## src/rtl/seg_scan_driver.sv

```systemverilog
// Four-digit multiplexed seven-segment scanner with a per-frame input snapshot,
// a blank guard at each digit change, leading-zero blanking and decimal points.
module seg_scan_driver #(
    parameter int CLK_HZ         = 50000000,
    parameter int SCAN_HZ        = 1000,
    parameter int BLANK_GUARD    = 16,
    parameter bit SEG_ACTIVE_LOW = 1'b1,
    parameter bit AN_ACTIVE_LOW  = 1'b1
) (
    input  logic       clk,
    input  logic       reset,
    input  logic       enable,
    input  logic [3:0] d3,
    input  logic [3:0] d2,
    input  logic [3:0] d1,
    input  logic [3:0] d0,
    input  logic [3:0] dp_mask,
    input  logic       blank_lz,
    output logic [3:0] an,
    output logic [6:0] seg,
    output logic       dp,
    output logic       frame_tick
);

    localparam int DWELL = CLK_HZ / SCAN_HZ;
    localparam int CNT_W = (DWELL > 2) ? $clog2(DWELL) : 1;
    localparam logic [CNT_W-1:0] LAST_C  = CNT_W'(DWELL - 1);
    localparam logic [CNT_W-1:0] GUARD_C = CNT_W'(BLANK_GUARD);

    if (DWELL < BLANK_GUARD + 2) begin : g_dwell_check
        $error("seg_scan_driver: CLK_HZ/SCAN_HZ must be at least BLANK_GUARD+2");
    end

    function automatic logic [6:0] decode7(input logic [3:0] v);
        case (v)
            4'h0: return 7'h3F;
            4'h1: return 7'h06;
            4'h2: return 7'h5B;
            4'h3: return 7'h4F;
            4'h4: return 7'h66;
            4'h5: return 7'h6D;
            4'h6: return 7'h7D;
            4'h7: return 7'h07;
            4'h8: return 7'h7F;
            4'h9: return 7'h6F;
            4'hA: return 7'h77;
            4'hB: return 7'h7C;
            4'hC: return 7'h39;
            4'hD: return 7'h5E;
            4'hE: return 7'h79;
            default: return 7'h71;
        endcase
    endfunction

    function automatic logic [3:0] an_pol(input logic [3:0] v);
        return AN_ACTIVE_LOW ? ~v : v;
    endfunction

    function automatic logic [6:0] seg_pol(input logic [6:0] v);
        return SEG_ACTIVE_LOW ? ~v : v;
    endfunction

    function automatic logic dp_pol(input logic v);
        return SEG_ACTIVE_LOW ? ~v : v;
    endfunction

    logic [CNT_W-1:0] cnt;
    logic [1:0]       idx;
    logic             init;
    logic [15:0]      sh_digits;
    logic [3:0]       sh_dp;
    logic             sh_lz;

    logic             last;
    logic             frame_wrap;
    logic             load;
    logic [3:0]       cur;
    logic [3:0]       blank;
    logic [3:0]       an_p0;
    logic [6:0]       seg_p0;
    logic             dp_p0;

    assign last       = (cnt == LAST_C);
    assign frame_wrap = enable && last && (idx == 2'd3);
    assign load       = !enable || init || frame_wrap;
    assign cur        = sh_digits[{idx, 2'b00} +: 4];

    // A digit is a leading zero only if it and every digit to its left are zero.
    always_comb begin
        blank    = 4'b0000;
        blank[3] = sh_lz && (sh_digits[15:12] == 4'h0);
        blank[2] = blank[3] && (sh_digits[11:8] == 4'h0);
        blank[1] = blank[2] && (sh_digits[7:4] == 4'h0);
    end

    always_ff @(posedge clk or negedge reset) begin
        if (!reset) begin
            cnt       <= '0;
            idx       <= 2'd0;
            init      <= 1'b1;
            sh_digits <= '0;
            sh_dp     <= '0;
            sh_lz     <= 1'b0;
        end else begin
            if (load) begin
                sh_digits <= {d3, d2, d1, d0};
                sh_dp     <= dp_mask;
                sh_lz     <= blank_lz;
            end
            if (!enable) begin
                cnt <= '0;
                idx <= 2'd0;
            end else begin
                init <= 1'b0;
                if (last) begin
                    cnt <= '0;
                    idx <= idx + 2'd1;
                end else begin
                    cnt <= cnt + 1'b1;
                end
            end
        end
    end

    // Blanked digits keep their anode only to show a requested decimal point.
    always_comb begin
        an_p0  = 4'b0000;
        seg_p0 = 7'h00;
        dp_p0  = 1'b0;
        if (enable && (cnt >= GUARD_C)) begin
            dp_p0 = sh_dp[idx];
            if (!blank[idx]) seg_p0 = decode7(cur);
            if (!blank[idx] || sh_dp[idx]) an_p0 = 4'b0001 << idx;
        end
    end

    // Stage boundary: pins are registered one cycle behind the scan state.
    always_ff @(posedge clk or negedge reset) begin
        if (!reset) begin
            an         <= an_pol(4'b0000);
            seg        <= seg_pol(7'h00);
            dp         <= dp_pol(1'b0);
            frame_tick <= 1'b0;
        end else begin
            an         <= an_pol(an_p0);
            seg        <= seg_pol(seg_p0);
            dp         <= dp_pol(dp_p0);
            frame_tick <= frame_wrap;
        end
    end

endmodule

```

## config.mk

```make
export PLATFORM = sky130hd
export DESIGN_NAME = seg_scan_driver
export DESIGN_NICKNAME = d
export VERILOG_FILES = /design/src/rtl/seg_scan_driver.sv
export SDC_FILE = /design/constraint.sdc
export NUM_CORES = 1
export LEC_CHECK = 0
export ABC_AREA = 1
export CORE_UTILIZATION = 40
export CTS_CLUSTER_SIZE = 30
export DETAILED_ROUTE_END_ITERATION = 8
export GPL_ROUTABILITY_DRIVEN = 0
export REMOVE_ABC_BUFFERS = 1
export SYNTH_ARGS = -nofsm -noshare
export SYNTH_HDL_FRONTEND = slang
export SYNTH_SLANG_ARGS = --single-unit
```

## constraint.sdc

```tcl
create_clock -name clk -period 2.11 [get_ports clk]
set_input_delay 0.422 -clock clk [delete_from_list [all_inputs] [get_ports clk]]
set_output_delay 0.422 -clock clk [all_outputs]
set_load 0.01 [all_outputs]
```

; ---- Word level (Yosys, flattened, before mapping)
; Memory sizes are Yosys's and may differ from the RTL's.
; Index checks and enable logic that the tools add are counted.
[totals]
input_bits = 24
wordCells = 50
memories = 1
output_inout_bits = 13
register_bits = 53
romBits = 112
[op_classes]
shift = 2
eq_ne = 3
n_reduce_logical = 14
addsub = 2
muxes = 13
n_bitwise = 3
magnitude_cmp = 2
[memory_table]
columns = name, depth, width, rd, rd_clocked_by_memory_dff, wr, line
row1 = (no name shown), 16, 7, 1, 0, 0, 35  ; case (v)
[op_table]
columns = operator, n
row1 = $mux 16, 2
row2 = $add 16x1->16 const B, 1
row3 = $eq 16x16->1 const B, 1
row4 = $ge 16x5->1 const B, 1
row5 = $shiftx 16x5->4, 1
row6 = $mux 7, 2
row7 = $logic_not 4->1, 3
row8 = $mux 4, 2
row9 = $not 7->7, 1
row10 = $logic_and 1x1->1, 6
row11 = $bmux 1 s2, 2
row12 = $mux 2, 2
row13 = $not 4->4, 1
row14 = $shl 1x2->4 const A, 1
row15 = $logic_or 1x1->1, 3
row16 = $lt 2x3->1 const B, 1
row17 = $mux 1, 3
row18 = $add 2x1->2 const B, 1
row19 = $eq 2x2->1 const B, 1
row20 = $logic_not 1->1, 2
row21 = $ne 2x1->1 const B, 1
row22 = $not 1->1, 1

; ---- Longest topological paths before layout
; Gate-level depths: netlist of run 1.
[depth]
ltp_word = 11
ltp_mapped = 13
mapped_depth_nobuf = 12

; ---- Worst setup path before layout of run 1
; OpenSTA, ideal clock, no wires.
[synth_path]
path_kind = register to register
start = register idx[0]
end = register seg[0]
required_time_ns = 2.034
path_stages_with_launch = 14
path_slack_ns = 0.534
path_buffers = 1
synth_period_minus_slack_ns = 1.576
setup_ns = 0.076
arrival_time_ns = 1.500
path_cell_list = dfrtp_1 inv_2 buf_6 nand2_1 nand3_1 nand2_1 inv_1 ha_1 inv_1 nand2_1 nand3_1 nand2_1 inv_1 nand2_1
[synth_via]
elab_chain_len = 5
elab_cells_between_ends = 7
classes_between = 1 x shift / 4 x mux / 1 x bitwise / 1 x memory
[synth_rtl]
columns = element, line
row1 = "start, declared", 68  ; logic [1:0] idx;
row2 = "start signal, assigned", 117  ; idx <= idx + 2'd1;
row3 = $shiftx 16x5->4 or $bmux 1 s2 (tied branches), "86, 132"
row4 = $mem_v2 16x7 or $mux 1 (tied branches), -
row5 = $mux 7 (*), 132  ; if (!blank[idx]) seg_p0 = decode7(cur);
row6 = $mux 7 (*), 130  ; if (enable && (cnt >= GUARD_C)) begin
row7 = $not 7->7 (*), 60  ; return SEG_ACTIVE_LOW ? ~v : v;
row8 = "end signal, assigned", 141  ; seg <= seg_pol(7'h00);
row9 = "end signal, assigned", 146  ; seg <= seg_pol(seg_p0);
row10 = "end, declared", 20  ; output logic [6:0] seg,
; Mark *: on every way between the ends. The rest lies on a longest branch, timed or not. The select of a mux whose other input is x is not followed.
; A chain may end at the register's enable or synchronous reset.

; ---- Final worst setup path of run 1
[layout_path]
start = register dp
end = output port dp
[layout_rtl]
columns = element, line
row1 = "start, declared", 21  ; output logic dp,
row2 = "start signal, assigned", 142  ; dp <= dp_pol(1'b0);
row3 = "start signal, assigned", 147  ; dp <= dp_pol(dp_p0);
; No word-level cell between the ends.

==> results of run 1 <==
[power groups by stage]
stage                     logic (mW)  registers (mW)  clock network (mW)
after floorplan                0.303            1.12                   0
after global placement         0.452            1.13                   0
after detailed placement       0.453            1.13                   0
after CTS                      0.455            1.11               0.611
after global routing           0.523            1.11               0.653
final                          0.449            1.11               0.586
[state kept, by name, summed over array words and instances (netlist names)]
| name | count |
|---|---|
| idx | 2 |
| sh_digits | 16 |
| init | 1 |
| sh_lz | 1 |
| sh_dp | 4 |
| seg | 7 |
| an | 4 |
| cnt | 16 |
| frame_tick | 1 |
| dp | 1 |
[final timing paths]
kind	start	end
min in group clk	init	init
max reg2reg	idx[1]	seg[0]
max	dp	dp
min reg2reg	init	init
min	reset	cnt[14]
max in group asynchronous	reset	init
[placed cells by master (no fill, tap or decap)]
cell type and instances:
sky130_fd_sc_hd__nand3_1 60, sky130_fd_sc_hd__nor2_1 45, sky130_fd_sc_hd__nor3_1 8, sky130_fd_sc_hd__o21bai_1 1
sky130_fd_sc_hd__buf_4 6, sky130_fd_sc_hd__inv_1 26, sky130_fd_sc_hd__clkdlybuf4s50_1 35, sky130_fd_sc_hd__xor2_1 5
sky130_fd_sc_hd__nand3b_1 1, sky130_fd_sc_hd__ha_1 12, sky130_fd_sc_hd__nand2_2 4, sky130_fd_sc_hd__buf_12 1
sky130_fd_sc_hd__nand3_2 1, sky130_fd_sc_hd__and3_1 2, sky130_fd_sc_hd__dfstp_2 13, sky130_fd_sc_hd__clkinv_1 1
sky130_fd_sc_hd__buf_2 1, sky130_fd_sc_hd__nand2_1 111, sky130_fd_sc_hd__nor2_4 5, sky130_fd_sc_hd__nand4_1 4
sky130_fd_sc_hd__clkbuf_1 2, sky130_fd_sc_hd__nor2_2 2, sky130_fd_sc_hd__nand2_4 2, sky130_fd_sc_hd__clkbuf_8 6
sky130_fd_sc_hd__dfrtp_1 40, sky130_fd_sc_hd__inv_2 6, sky130_fd_sc_hd__a21oi_1 3, sky130_fd_sc_hd__nand4_4 1
sky130_fd_sc_hd__o21ai_0 7
[layer usage]
layer,vias up,wire [um],part of all wire,global-route usage
met2,52,2800,0.46,0.296
met5,-,0,0,0
met3,4,273,0.045,0.0265
met4,0,57,0.0094,0.0492
li1,1250,-,-,-
met1,1084,2950,0.49,0.250
[logic make-up after synthesis]
logic type,after synthesis,share of synthesized area
AND/OR/NAND/NOR,246,0.386
flip-flops,53,0.463
XOR/XNOR,5,0.0151
adder cells (fa/ha/maj),12,0.0517
buffers and inverters,41,0.0651
AO/OA/AOI/OAI,11,0.0198
[area by class of cell]
cell class	instances	area share
inverters	33	0.0357
clock buffers	8	0.0260
well taps	96	0.0346
multi-input cells	274	0.395
flip-flops and latches	53	0.387
repair buffers	43	0.121
[stage by stage]
stage	setup WS, ns	area (um2)	utilization
after global placement	0.297	3380	0.489
after CTS	0.306	3470	0.502
after detailed placement	0.261	3380	0.489
after global routing	0.104	3470	0.502
after floorplan	0.426	2840	-
final	0.319	3470	0.502
==> implementation parameters, run 1 <==
Parameter                              Value

GRT
  GRT Util Overall ... 0.180
  Congestion Overflow GR ... 0
  Antenna violations before repair ... 0
  Vias in the first global route ... between 2000 and 2500
  Maximum number of pins on one net before global-route repair ... 40
  Wire length of the first global-routing pass ... about 11 mm

Critical path
  Largest fanout of any net on the critical path ... 1
  Max incr delay on CP ... between 0.5 and 0.6 ns
  Reg2reg path depth ... 11
  Count of cell instances traversed by the critical path ... 1
  Setup CP Type ... reg -> out
  R2R Setup Slk ... between 0.3 and 0.4 ns
  Endpoint kind of the worst setup timing path ... primary output
  Slowest cell on the critical path ... sky130_fd_sc_hd__dfstp_2
  Sum of buffers and inverters on the critical path ... 1
  Required time of the critical path ... ~1.7 ns
  Arrival time of data at the critical path endpoint ... around 1.4 ns
  Cell family contributing the most delay on the critical path ... flip-flops
  Critical Path, Cell by Cell ... clkdlybuf4s50_1
  Critical Path Source Type ... flip-flop

Synth
  Flops & latches, synth ... 53
  Synthesized area divided by synthesized cell count ... 7.88 um2
  Most used standard cell by instance count after synthesis ... sky130_fd_sc_hd__nand2_1
  Main area contributors after synthesis ... sky130_fd_sc_hd__dfrtp_1 (34%), sky130_fd_sc_hd__nand2_1 (14%), sky130_fd_sc_hd__dfstp_2 (12%), sky130_fd_sc_hd__nand3_1 (10%), sky130_fd_sc_hd__nor2_1 (5.8%)
  Cell area after synthesis ... 2900 um2
  Prevailing post-synth register cell ... sky130_fd_sc_hd__dfrtp_1
  Synth Instances ... between 300 and 400
  Yosys warns ... 0
  Sequential fraction of the synthesis area ... 0.463
  Number of unique standard cell types used by synthesis ... 25
  Area share of the leading cell type in the synthesized netlist ... 0.345
  Post-synth EDFFs ... 0
  Synth cell count leaders ... sky130_fd_sc_hd__nand2_1 (111), sky130_fd_sc_hd__nand3_1 (60), sky130_fd_sc_hd__nor2_1 (45), sky130_fd_sc_hd__dfrtp_1 (40), sky130_fd_sc_hd__inv_1 (26)
  Post-synth ARST share ... 1.00
  Cell type contributing the most total cell area after synthesis ... sky130_fd_sc_hd__dfrtp_1

Place
  Port Buf Inserts ... 36
  Estimated wirelength of the detail-placed design ... between 4 and 5 mm
  Number of cells in the design after placement ... between 400 and 500

Clock tree
  Clock insertion delay at the later pin of the skew report ... 0.30 ns
  CTS tree ... yes
  Buffer count from post-CTS setup fixing ... 0
  Number of gates resized after cts ... 0
  Post-cts hold buffer count ... 0
  Clock edge transition at the registers on the reported setup and hold paths ... around 0.090 ns
  Root Buffer Master ... sky130_fd_sc_hd__clkbuf_8
  CTS H-tree depth ... 2
  Clock Tree Buf Depth ... 2
  Number of buffers added by the clock tree synthesis step ... 5
  Number of sinks driven by the clock tree ... 53

STA
  Actual slew at the worst max-slew pin ... 0.415 ns
  Final worst-path cycle share ... 0.849
  Max-slew violations ... 0
  Worst Hold Margin ... between 0.01 and 0.015 ns
  Final setup viols ... 0
  Setup repair after global routing missed its margin ... no
  Relative slew slack ... 0.721
  Highest Clock Rate ... 558 MHz
  Setup TNS Final ... 0 ns
  Final clock skew ... between 0.008 and 0.009 ns
  Hold violation total from the final report ... 0
  Final Critical Period ... around 1.8 ns

Outcome
  Status ... completed

Cells and area
  Register Area ... 1340 um2
  Signed area change from the synthesized netlist to the final layout ... 19.5%
  Fraction of final layout cells sized beyond drive strength 1 ... 0.117
  Diodes inserted ... 0
  Layout Nets ... approximately 450
  Post-Layout Cell Count ... between 500 and 600
  Area of combinational cells with multiple inputs ... roughly 1400 um2
  Total of fill cells in the finished design ... a little over 700

Floorplan
  Vertical die dimension ... just under 90 um
  Core Rows ... 30
  Count of pins on the block boundary ... 37
  Die footprint ... ~7600 um2
  Initial Utilization ... 0.420
  Core Footprint ... 6910 um2
  Width of the die ... between 80 and 90 um

Drt
  Drc violations ... 0
  Overall via count from detail_route ... ~2400
  Average via count per standard cell ... between 4 and 5
  Aggregate routed wire length ... 6.08 mm
  Length of the first detailed-routing pass in iterations ... 4
  First DRT Iteration DRCs ... 78
  Average wire per cell in the routed design ... 12.0 um
  Post-detailed-route count of antenna-violating nets ... 0

Pwr
  LEAKAGE ... around 1.6 nW
  Net switching fraction of the power ... 0.298
  Proportion of power drawn by combinational gates ... 0.210
  Max IR drop VDD ... approximately 280 uV
  Power dissipated by switching net loads ... roughly 640 uW
  Cell-internal power ... 1.50 mW
  Share of power burned in registers ... 0.517
  Power density relative to cell area ... 617 nW/um2
  Clock power frac ... 0.274
  Total power after layout ... ~2.1 mW

Min path
  Path class of the lowest-slack min-delay path ... in -> async

Job
  Max-cap violations ... 0
(Power assumes the default switching activity.)
==> run 2: changes to the inputs <==
==> constraint.sdc (replaced) <==
create_clock -name clk -period 1.5 [get_ports clk]
set_input_delay 0.3 -clock clk [delete_from_list [all_inputs] [get_ports clk]]
set_output_delay 0.3 -clock clk [all_outputs]
set_load 0.01 [all_outputs]
==> implementation parameters, run 2 (same netlist as run 1, synthesis figures left out) <==
Parameter                              Value

Outcome
  Status ... finished with violations
  Violations in the final reports ... negative setup slack

Critical path
  Slowest cell on the critical path ... sky130_fd_sc_hd__dfrtp_2
  Arrival time of data at the critical path endpoint ... 1.74 ns
  Cell family contributing the most delay on the critical path ... flip-flops
  CP most frequent cell ... sky130_fd_sc_hd__nand3_2
  Setup CP Type ... reg -> reg
  Sum of buffers and inverters on the critical path ... 2
  Largest fanout of any net on the critical path ... 8
  Required time of the critical path ... between 1.5 and 2 ns
  Max incr delay on CP ... between 0.5 and 0.6 ns
  Endpoint kind of the worst setup timing path ... flip-flop
  Critical Path Source Type ... flip-flop
  Critical Path, Cell by Cell ... inv_4 -> nand2_2 -> nand3_2 -> nand2_4 -> buf_6 -> ha_4 -> nand2_2 -> nand3_2 -> nand3_2

Clock tree
  Number of sinks driven by the clock tree ... 53
  Clock insertion delay at the later pin of the skew report ... between 0.3 and 0.4 ns
  Number of buffers added by the clock tree synthesis step ... 5
  Clock Tree Buf Depth ... 2
  Root Buffer Master ... sky130_fd_sc_hd__clkbuf_8
  CTS H-tree depth ... 2
  CTS tree ... yes
  Clock edge transition at the registers on the reported setup and hold paths ... 0.10 ns

Floorplan
  Core Rows ... 30
  Count of pins on the block boundary ... 37
  Vertical die dimension ... between 80 and 90 um
  Initial Utilization ... 0.420
  Width of the die ... approximately 87 um
  Die footprint ... about 7600 um2
  Core Footprint ... between 6000 and 7000 um2

Drt
  Drc violations ... 0
  First DRT Iteration DRCs ... 121
  Length of the first detailed-routing pass in iterations ... 4
  Post-detailed-route count of antenna-violating nets ... 0
  Average wire per cell in the routed design ... ~13 um
  Average via count per standard cell ... 4.75
  Overall via count from detail_route ... 2585
  Aggregate routed wire length ... roughly 6.9 mm

STA
  Relative slew slack ... 0.802
  Final clock skew ... approximately 0.010 ns
  Final Critical Period ... approximately 1.5 ns
  Hold violation total from the final report ... 0
  Actual slew at the worst max-slew pin ... approximately 0.30 ns
  Final worst-path cycle share ... 1.01
  Highest Clock Rate ... roughly 660 MHz
  Final setup viols ... 1
  Setup TNS Final ... -0.0104 ns
  Setup repair after global routing missed its margin ... yes
  Final worst setup slack ... -0.0104 ns
  Max-slew violations ... 0

Place
  Number of cells in the design after placement ... 528
  Placed standard-cell area ... approximately 3600 um2
  Port Buf Inserts ... 36
  Estimated wirelength of the detail-placed design ... about 4.7 mm

Min path
  Path class of the lowest-slack min-delay path ... reg -> reg

Cells and area
  Diodes inserted ... 0
  Largest registers ... cnt (16), sh_digits (16), seg (7)
  Signed area change from the synthesized netlist to the final layout ... 40.8%
  Commonest non-fill, non-tap cell in the layout ... sky130_fd_sc_hd__nand2_1
  Finished Cell Area ... 4090 um2
  Fraction of the core area covered by cells at the end of the flow ... 0.592
  Post-Layout Cell Count ... 544
  Commonest cells after routing, fill and taps aside ... sky130_fd_sc_hd__nand2_1 (94), sky130_fd_sc_hd__nand3_1 (47), sky130_fd_sc_hd__nor2_1 (40)
  Layout Nets ... ~480
  Fraction of final layout cells sized beyond drive strength 1 ... 0.308

GRT
  GRT Util Overall ... 0.183
  Maximum number of pins on one net before global-route repair ... 54
  Vias in the first global route ... approximately 2400
  Congestion Overflow GR ... 0
  Wire length of the first global-routing pass ... 11.0 mm
  Antenna violations before repair ... 0

Pwr
  LEAKAGE ... 1.83 nW
  Power density relative to cell area ... 837 nW/um2
  Total power after layout ... roughly 3.4 mW
  Max IR drop VDD ... between 500 and 600 uV

Job
  Max-cap violations ... 0
-- run 2: layer usage --
layer  wire length, um  up-vias  part of all wire  global-route usage
li1                  -     1327                 -                   -
met3               290       10             0.042              0.0360
met5                 0        -                 0                   0
met2              3260       75              0.47               0.291
met4                73        0             0.011              0.0447
met1              3310     1173              0.48               0.259
-- run 2: worst paths after layout --
path | startpoint | to | slack, ns | depth (start not counted)
worst max-delay path | idx[0] | seg[3] | -0.01 | 9
worst min-delay path | init | init | 0.46 | 2
min in group asynchronous | reset | cnt[13] | 0.49 | 3
max in group asynchronous | reset | seg[1] | 0.68 | 3
worst min register to register | init | init | 0.46 | 2
worst max register to register | idx[0] | seg[3] | -0.01 | 9
-- run 2: stage by stage --
step / hold slack [ns] / setup slack, ns
after floorplan: 0.00441 / -0.184
after global placement: 0.316 / -0.0503
after detailed placement: 0.316 / -0.0863
after CTS: 0.465 / 0.00805
after global routing: 0.476 / -0.0790
final: 0.463 / -0.0104
-- run 2: power breakdown --
| part | internal [mW] | switching, mW | leakage (nW) |
|---|---|---|---|
| Combinational | 0.455 | 0.568 | 1.14 |
| Sequential | 1.50 | 0.0681 | 0.649 |
| Clock | 0.333 | 0.499 | 0.0445 |
-- run 2: layout make-up --
cell class,count,area (um2)
Fill cell,644,2820
Multi-Input combinational cell,275,1630
Sequential cell,53,1350
Timing Repair Buffer,79,767
Inverter,33,136
Tap cell,96,120
Clock buffer,5,68.8
Clock inverter,3,21.3
-- run 2: tightest hold or removal path, cell delays in order (launching register included) --
cell	delay (ns)
sky130_fd_sc_hd__dfstp_2	0.39
sky130_fd_sc_hd__inv_1	0.05
sky130_fd_sc_hd__nor2_1	0.03
-- run 2: timing repair --
action                                 CTS  global route
pin swaps                                1            27
setup endpoints to repair               40            40
hold buffers                             1             0
setup buffers                            3             4
gates cloned                             0             2
endpoints found under the hold margin   40             0
gates resized for setup                 19            71
